[config.mk]
export PLATFORM = sky130hd
export DESIGN_NAME = fifo_reader
export DESIGN_NICKNAME = d
export VERILOG_FILES = /design/src/rtl/fifo_reader.sv
export SDC_FILE = /design/constraint.sdc
export NUM_CORES = 1
export LEC_CHECK = 0
export CAP_MARGIN = 25
export CORE_ASPECT_RATIO = 0.8
export CORE_MARGIN = 4
export CORE_UTILIZATION = 38
export DETAILED_ROUTE_END_ITERATION = 7
export HOLD_SLACK_MARGIN = 0.02
export REMOVE_ABC_BUFFERS = 1
export SLEW_MARGIN = 20
export SYNTH_ARGS = -nofsm -noshare
export SYNTH_HDL_FRONTEND = slang
export SYNTH_SLANG_ARGS = --single-unit
[constraint.sdc]
create_clock -name clk -period 6.25 [get_ports clk]
set_input_delay 0.625 -clock clk [delete_from_list [all_inputs] [get_ports clk]]
set_output_delay 0.625 -clock clk [all_outputs]
set_load 0.05 [all_outputs]
[src/rtl/fifo_reader.sv]
// fifo_reader: drains a programmed number of words from a synchronous FIFO
// read port, hides the FIFO's 1-cycle read latency, and presents the words on
// a valid/ready stream through a 2-entry skid buffer.
// Optional build macro: FIFO_READER_STALL_CNT_EN adds a saturating stall_cnt
// output counting cycles with m_valid && !m_ready.
module fifo_reader #(
    parameter int unsigned FIFO_WIDTH = 16,
    parameter int unsigned LEN_W      = 8,
    parameter int unsigned CNT_W      = 16
) (
    input  logic                  clk,
    input  logic                  rst,
    input  logic                  start,
    input  logic [LEN_W-1:0]      burst_len,
    input  logic                  abort,
    output logic                  fifo_rd_en,
    input  logic [FIFO_WIDTH-1:0] fifo_data_out,
    input  logic                  fifo_empty,
    input  logic                  fifo_underflow,
    output logic [FIFO_WIDTH-1:0] m_data,
    output logic                  m_valid,
    input  logic                  m_ready,
    output logic                  busy,
    output logic                  done,
    output logic [CNT_W-1:0]      rd_count,
`ifdef FIFO_READER_STALL_CNT_EN
    output logic [CNT_W-1:0]      stall_cnt,
`endif
    output logic                  underflow_err
);

    localparam int unsigned OCC_W = 2;
    localparam int unsigned LVL_W = 3;

    typedef enum logic [1:0] {
        ST_IDLE  = 2'd0,
        ST_READ  = 2'd1,
        ST_FLUSH = 2'd2,
        ST_DONE  = 2'd3
    } state_e;

    state_e                state_q, state_d;
    logic [LEN_W-1:0]      remaining_q, remaining_d;
    logic                  inflight_q, inflight_d;
    logic [OCC_W-1:0]      occ_q, occ_d;
    logic [FIFO_WIDTH-1:0] buf0_q, buf0_d;
    logic [FIFO_WIDTH-1:0] buf1_q, buf1_d;
    logic [CNT_W-1:0]      rd_count_q, rd_count_d;
    logic                  underflow_err_q, underflow_err_d;

    logic                  pop;
    logic                  capture;
    logic [LVL_W-1:0]      level;

    // Stream side is a direct view of the buffer head and occupancy.
    assign m_valid       = (occ_q != OCC_W'(0));
    assign m_data        = buf0_q;
    assign rd_count      = rd_count_q;
    assign underflow_err = underflow_err_q;

    // Handshake and projected buffer fill (held words plus the word in flight).
    always_comb begin
        pop     = m_valid && m_ready;
        capture = inflight_q && !fifo_underflow;
        level   = LVL_W'(occ_q) - LVL_W'(pop) + LVL_W'(inflight_q);
    end

    // FSM state register.
    always_ff @(posedge clk) begin
        if (rst) begin
            state_q <= ST_IDLE;
        end else begin
            state_q <= state_d;
        end
    end

    // FSM next-state logic.
    always_comb begin
        state_d = state_q;
        case (state_q)
            ST_IDLE: begin
                if (start) begin
                    state_d = (burst_len != LEN_W'(0)) ? ST_READ : ST_DONE;
                end
            end
            ST_READ: begin
                if (abort || (fifo_rd_en && (remaining_q == LEN_W'(1)))) begin
                    state_d = ST_FLUSH;
                end
            end
            ST_FLUSH: begin
                if (!inflight_q && (occ_q == OCC_W'(0))) begin
                    state_d = ST_DONE;
                end
            end
            ST_DONE: begin
                state_d = ST_IDLE;
            end
            default: begin
                state_d = ST_IDLE;
            end
        endcase
    end

    // FSM outputs; a read is issued only when the buffer can still absorb it.
    always_comb begin
        fifo_rd_en = 1'b0;
        busy       = 1'b1;
        done       = 1'b0;
        case (state_q)
            ST_IDLE: begin
                busy = 1'b0;
            end
            ST_READ: begin
                fifo_rd_en = !fifo_empty && (remaining_q != LEN_W'(0))
                             && (level < LVL_W'(2));
            end
            ST_DONE: begin
                done = 1'b1;
            end
            default: begin
                busy = 1'b1;
            end
        endcase
    end

    // Datapath next state: issue counter, in-flight tracking, skid buffer, counters.
    always_comb begin
        remaining_d     = remaining_q;
        inflight_d      = fifo_rd_en;
        occ_d           = occ_q;
        buf0_d          = buf0_q;
        buf1_d          = buf1_q;
        rd_count_d      = rd_count_q;
        underflow_err_d = underflow_err_q;

        if ((state_q == ST_IDLE) && start) begin
            remaining_d = burst_len;
        end else if (fifo_rd_en) begin
            remaining_d = remaining_q - LEN_W'(1);
        end

        if (inflight_q && fifo_underflow) begin
            underflow_err_d = 1'b1;
        end

        case ({capture, pop})
            2'b10: begin
                if (occ_q == OCC_W'(0)) begin
                    buf0_d = fifo_data_out;
                end else begin
                    buf1_d = fifo_data_out;
                end
                occ_d = occ_q + OCC_W'(1);
            end
            2'b01: begin
                buf0_d = buf1_q;
                occ_d  = occ_q - OCC_W'(1);
            end
            2'b11: begin
                if (occ_q == OCC_W'(2)) begin
                    buf0_d = buf1_q;
                    buf1_d = fifo_data_out;
                end else begin
                    buf0_d = fifo_data_out;
                end
            end
            default: begin
                occ_d = occ_q;
            end
        endcase

        if (pop) begin
            rd_count_d = rd_count_q + CNT_W'(1);
        end
    end

    // Datapath registers; reset discards the in-flight word and buffered data.
    always_ff @(posedge clk) begin
        if (rst) begin
            remaining_q     <= '0;
            inflight_q      <= 1'b0;
            occ_q           <= '0;
            buf0_q          <= '0;
            buf1_q          <= '0;
            rd_count_q      <= '0;
            underflow_err_q <= 1'b0;
        end else begin
            remaining_q     <= remaining_d;
            inflight_q      <= inflight_d;
            occ_q           <= occ_d;
            buf0_q          <= buf0_d;
            buf1_q          <= buf1_d;
            rd_count_q      <= rd_count_d;
            underflow_err_q <= underflow_err_d;
        end
    end

`ifdef FIFO_READER_STALL_CNT_EN
    logic [CNT_W-1:0] stall_cnt_q;

    assign stall_cnt = stall_cnt_q;

    // Saturating count of cycles where the stream is held off by the sink.
    always_ff @(posedge clk) begin
        if (rst) begin
            stall_cnt_q <= '0;
        end else if (m_valid && !m_ready && (stall_cnt_q != {CNT_W{1'b1}})) begin
            stall_cnt_q <= stall_cnt_q + CNT_W'(1);
        end
    end
`endif

endmodule

**After elaboration in Yosys (flattened, before gate mapping)**

Index checks and enable logic that the tools add are counted.

- Add/subtract/negate cells: 6
- Multiply operators: 0
- Div/mod/pow operators: 0
- Order comparisons: 1
- Equality and inequality tests: 14
- Shifts and indexed selects: 0
- Muxes and demuxes: 17
- Bitwise gates (word level): 0
- Reductions and logical operators: 24

Operators with widths:

| cell | count |
|---|---|
| two-way mux 16 bit | 4 |
| case mux 16 bit (3 select lines) | 1 |
| case mux 16 bit (2 select lines) | 1 |
| adder 16 x 1 -> 16 bit (second input constant) | 1 |
| two-way mux 8 bit | 2 |
| nonzero test 8 bit | 2 |
| != test 2 bit (second input constant) | 6 |
| equality test 2 bit (second input constant) | 5 |
| equality test 8 x 1 -> 1 bit (second input constant) | 1 |
| logical AND 1 bit | 8 |
| two-way mux 2 bit | 4 |
| case mux 2 bit (4 select lines) | 1 |
| nonzero test 2 bit | 4 |
| subtractor 8 x 1 -> 8 bit (second input constant) | 1 |
| AND reduction 3 bit | 2 |
| equality test 2 x 1 -> 1 bit (second input constant) | 2 |
| zero test 2 bit | 2 |
| case mux 2 bit (2 select lines) | 1 |
| adder 3 x 1 -> 3 bit | 1 |
| zero test 1 bit | 3 |
| < comparator 3 x 2 -> 1 bit (second input constant) | 1 |
| two-way mux 1 bit | 3 |
| nonzero test 3 bit | 1 |
| subtractor 2 x 1 -> 3 bit | 1 |
| other kinds (4) | 4 |

- Register bits after elaboration: 62
- Bits in latches: 0
- Bits in writable memories: 0
- Bits in read-only memories: 0
- Input bits: 31
- Memories: 0

**Logic depth before layout (Yosys ltp)**

- Depth after elaboration: 11
- Depth in mapped cells: 12
- Mapped depth without buffers: 10

**Least setup slack after synthesis**

No wires, ideal clock.

- Path kind: input-to-output
- From: input m_ready
- To: output fifo_rd_en
- Data arrival time: 2.502 ns
- Setup slack: 3.123 ns
- Stages: 9
- Cell sequence: o21ai_2 inv_2 ha_1 nand2b_1 fa_1 nand3b_1 a211o_1 buf_6 inv_2

- Word-level cells in the longest chain between the ends: 6

Ends and longest elaborated chain:

| item | line | text |
|---|---|---|
| start, declared | 22 | `input logic m_ready,` |
| logical AND 1 bit | 63 | `pop = m_valid && m_ready;` |
| named net pop | 51 | `logic pop;` |
| subtractor 2 x 1 -> 3 bit | 65 | `level = LVL_W'(occ_q) - LVL_W'(pop) + LVL_W'(inflight_q);` |
| adder 3 x 1 -> 3 bit | 65 |  |
| < comparator 3 x 2 -> 1 bit | 116 | `&& (level < LVL_W'(2));` |
| logical AND 1 bit | 116 |  |
| two-way mux 1 bit | 110 | `case (state_q)` |
| end, declared | 16 | `output logic fifo_rd_en,` |

The timed path passes the listed nets, and every way through them passes these cells.

**Final worst setup path**

Ends and elaborated chain as after synthesis.

==> results.txt <==
- The worst path uses 72.54% of the clock period.
- Using the TritonRoute via totals, the vias-per-cell ratio works out to 5.328.
- The floorplan step defined a die boundary enclosing 0.009408 mm2.
- Average cell area after synthesis: 8.542 um2
- DPL Wire Length: 4.962 mm
- Final slew viol count: 0
- The via count of the first global-routing pass was 2531.
- Number of top-level pins: 68
* Number of synthesis warnings: 0
* R2R Setup Slk: 2.91 ns
- Of the synthesized area, sequential elements account for 41.28%.
* Number of antenna repair diodes: 0
* Arrival time of the worst setup path: 3.91 ns
- Die span in x: 107.5 um
* Final weighted congestion in routability-driven placement: 0.7708
- Clock-pin slew of the registers on the worst-case setup and hold paths: 0.07 ns
- Largest net degree at the start of global routing: 66
* Worst-Skew Late Latency: 0.33 ns
- Static Leak: 1.312 nW
- On the final layout, the worst hold slack is 0.4736 ns.
- Layout cell share with drive strength beyond 1: 6.039%
* Resized Gates After CTS: 0
- CTS tree: yes
- After synthesis, the largest area contributor takes up 41.28% of total cell area.
- In this run the core area contains 28 standard-cell rows.
* Crit path capture type: primary output
- Count of input and output buffers: 67
- For the worst setup path, the data required time is 5.62 ns.
- Summed over all layers, the global routing overflow is 0.
* Power Dens Cells: 303.0 mW/mm2
- Clock Path Buffers: 2
- FFs w/ async S/R, synth: 0%
- The filler cells instantiated in the layout total 742.
- Number of synthesized flops with an enable pin: 0
- Ys flop type: dfxtp_1
- The worst hold path passes through 2 cells.
- After floorplanning, the core was sized to cover 0.007532 mm2.
* Number of nets still failing antenna checks after routing: 0
* Total Routed Length: 7.352 mm
* Cell at the root of the clock tree: clkbuf_8
- After technology mapping, the gate count stands at 352.
- Kind of launch point of the worst setup path: input pin
- Final design area excluding fillers: 0.003894 mm2
- The most critical setup path has its endpoint at fifo_rd_en.
- The flow ran to the end, and the final reports show no timing, DRC or antenna violations.
* RSZ-0062 raised after global routing: no
- Class of the worst hold path: register to register
* Starting Density: 39.92%
* DRC violations left: 0
- The synthesized design spends more area on one cell type than any other, namely dfxtp_1.
- Crit Path Category: input pin to primary output
- First-pass DRT Iterations: 4
- In this run the cell area measured after placement is 0.003729 mm2.
* Start point of the critical path: m_ready
- In the final timing run, aggregate negative setup slack is 0 ns.
- Clock sink count: 62
- Rel. slew slack: 51.90%
- Timing would allow up to 220.6 MHz.
- Global routing used 16.36% of the available tracks across all layers.
* Period minus WS final: 4.534 ns
- The worst register-to-register path begins at occ_q[0]$_SDFFE_PP0P_.
- In this run the most critical hold path is launched from underflow_err$_SDFFE_PP0P_.
* Vias post-DR: 2765
* Final Skew: 0.007223 ns
- The final layout contains 455 nets.
* Layout Area Growth over Synthesis: 29.50%
- After synthesis, the netlist uses 49 different library cells.
* CP Max Fanout: 10
* Post-CTS Setup Bufs: 0
* Largest vdd supply drop: 0.1894 mV
- Most area-consuming cells after synthesis: dfxtp_1 41%, ha_1 5.4%, nor2_1 4.6%, a211oi_1 4.5%, a21oi_1 4.3%
- Hold Fails Final Rpt: 0
- Once layout is complete, the utilization of the core stands at 51.69%.
* Routed wirelength normalized by instance count: 14.17 um
* Post-synthesis instance area: 0.003007 mm2
- By instance count, the leading cell after synthesis is dfxtp_1.
* Top post-synthesis cells by count: 62 x dfxtp_1, 37 x nor2_1, 26 x a21oi_1
- In this run the critical register-to-register path is captured at remaining_q[3]$_SDFFE_PP0P_.
- The detailed router finished its first iteration with 166 violations.
* Wire length of the first global-routing pass: 12.37 mm
- Setup violations remaining at the end of the flow were counted as 0.
* Number of cells on the worst reg-to-reg path: 9
- Y dimension of the die: 87.56 um
* Number of clock buffers inserted by TritonCTS: 9
- In this run, post-CTS hold repair placed 0 buffers.
- Max-cap violations in this run came to 0.
- CTS H-tree lvls: 3
- Transition time at the pin with the least slew margin: 0.7214 ns
- Initial antenna violation count: 0
* #FFs+latches synth: 62
-- cells by family (layout without fill, tap and decap cells) --
group                      count (synthesis)  count (layout)  share of synthesized area (%)
and+or+nand+nor                          118             118                          20.02
AOI/OAI and AO/OA                        105             105                          22.68
DFF                                       62              62                          41.28
buffers and inverters                     38             100                          5.451
adders and majority gates                 14              14                          6.076
xor gates and xnor gates                  13              13                          3.787
muxes                                      2               2                         0.7074
-- registers in the layout, indices dropped and copies added, names as in the netlist --
signal / flops
buf1_q: 16
m_data: 16
rd_count: 16
remaining_q: 8
occ_q: 2
state_q: 2
inflight_q: 1
underflow_err: 1
-- where the power goes --
part | leakage (nW) | internal, mW | switching (mW)
sequential | 0.503 | 0.441 | 0.0415
combinational | 0.720 | 0.151 | 0.245
clock | 0.0889 | 0.151 | 0.150
total | 1.31 | 0.743 | 0.437
-- worst min path at each step --
stage                                             to
after floorplan               buf1_q[0]$_SDFFE_PP0P_
after global placement       buf1_q[11]$_SDFFE_PP0P_
after detailed placement  underflow_err$_SDFFE_PP0P_
after CTS                    buf1_q[15]$_SDFFE_PP0P_
after global routing         buf1_q[15]$_SDFFE_PP0P_
final                     underflow_err$_SDFFE_PP0P_
-- per-stage QoR --
step                setup slack (ns)  power, mW  std cells
floorplan                      3.132     0.7540        329
global placement               1.783     0.8862        504
detailed placement             1.723     0.8861        504
CTS                            1.719      1.190        519
global route                   1.552      1.248        519
finish                         1.716      1.180        519
-- worst max-delay path, cell delays in order --
cell and delay (ns):
clkdlybuf4s50_1 0.46, o21ai_2 0.20, inv_2 0.18, ha_1 0.30, nand2b_1 0.15, fa_1 0.49
nand3b_1 0.10, a211o_1 0.40, inv_2 0.17, clkdlybuf4s50_1 0.82
-- area by class of cell --
| cell class | count | area [um2] | share of cell area [%] |
|---|---|---|---|
| Inverter | 15 | 56.30 | 1.446 |
| Clock inverter | 4 | 23.77 | 0.6105 |
| Clock buffer | 11 | 141.4 | 3.631 |
| Multi-Input combinational cell | 252 | 1612 | 41.39 |
| Timing Repair Buffer | 70 | 688.2 | 17.67 |
| Tap cell | 105 | 131.4 | 3.374 |
| Sequential cell | 62 | 1241 | 31.88 |
-- layout by cell type, fill, tap and decap left out, drive strengths merged, types with 2 or more instances in the layout --
master / instances
nor3: 6
a22oi: 16
nand3b: 2
a211oi: 18
nand3: 21
o31ai: 7
o21bai: 2
o21ai: 23
ha: 13
nand2: 12
inv: 14
xor2: 4
clkdlybuf4s50: 66
or2: 2
and2: 3
clkbuf: 11
a21oi: 26
nand2b: 4
or4: 6
nor2: 37
a311oi: 4
clkinv: 5
nand4: 2
or3: 7
nor2b: 3
xnor2: 9
nor4: 9
o41ai: 3
dfxtp: 62
buf: 4
-- routing by layer --
layer | vias to the layer above | track usage [%] | share of wire [%]
li1 | 1409 | - | -
met3 | 4 | 5.306 | 5.6
met5 | - | 0 | 0
met4 | 0 | 4.014 | 0.79
met2 | 62 | 24.36 | 45
met1 | 1290 | 23.11 | 49
Power figures use the tool's default switching activity.
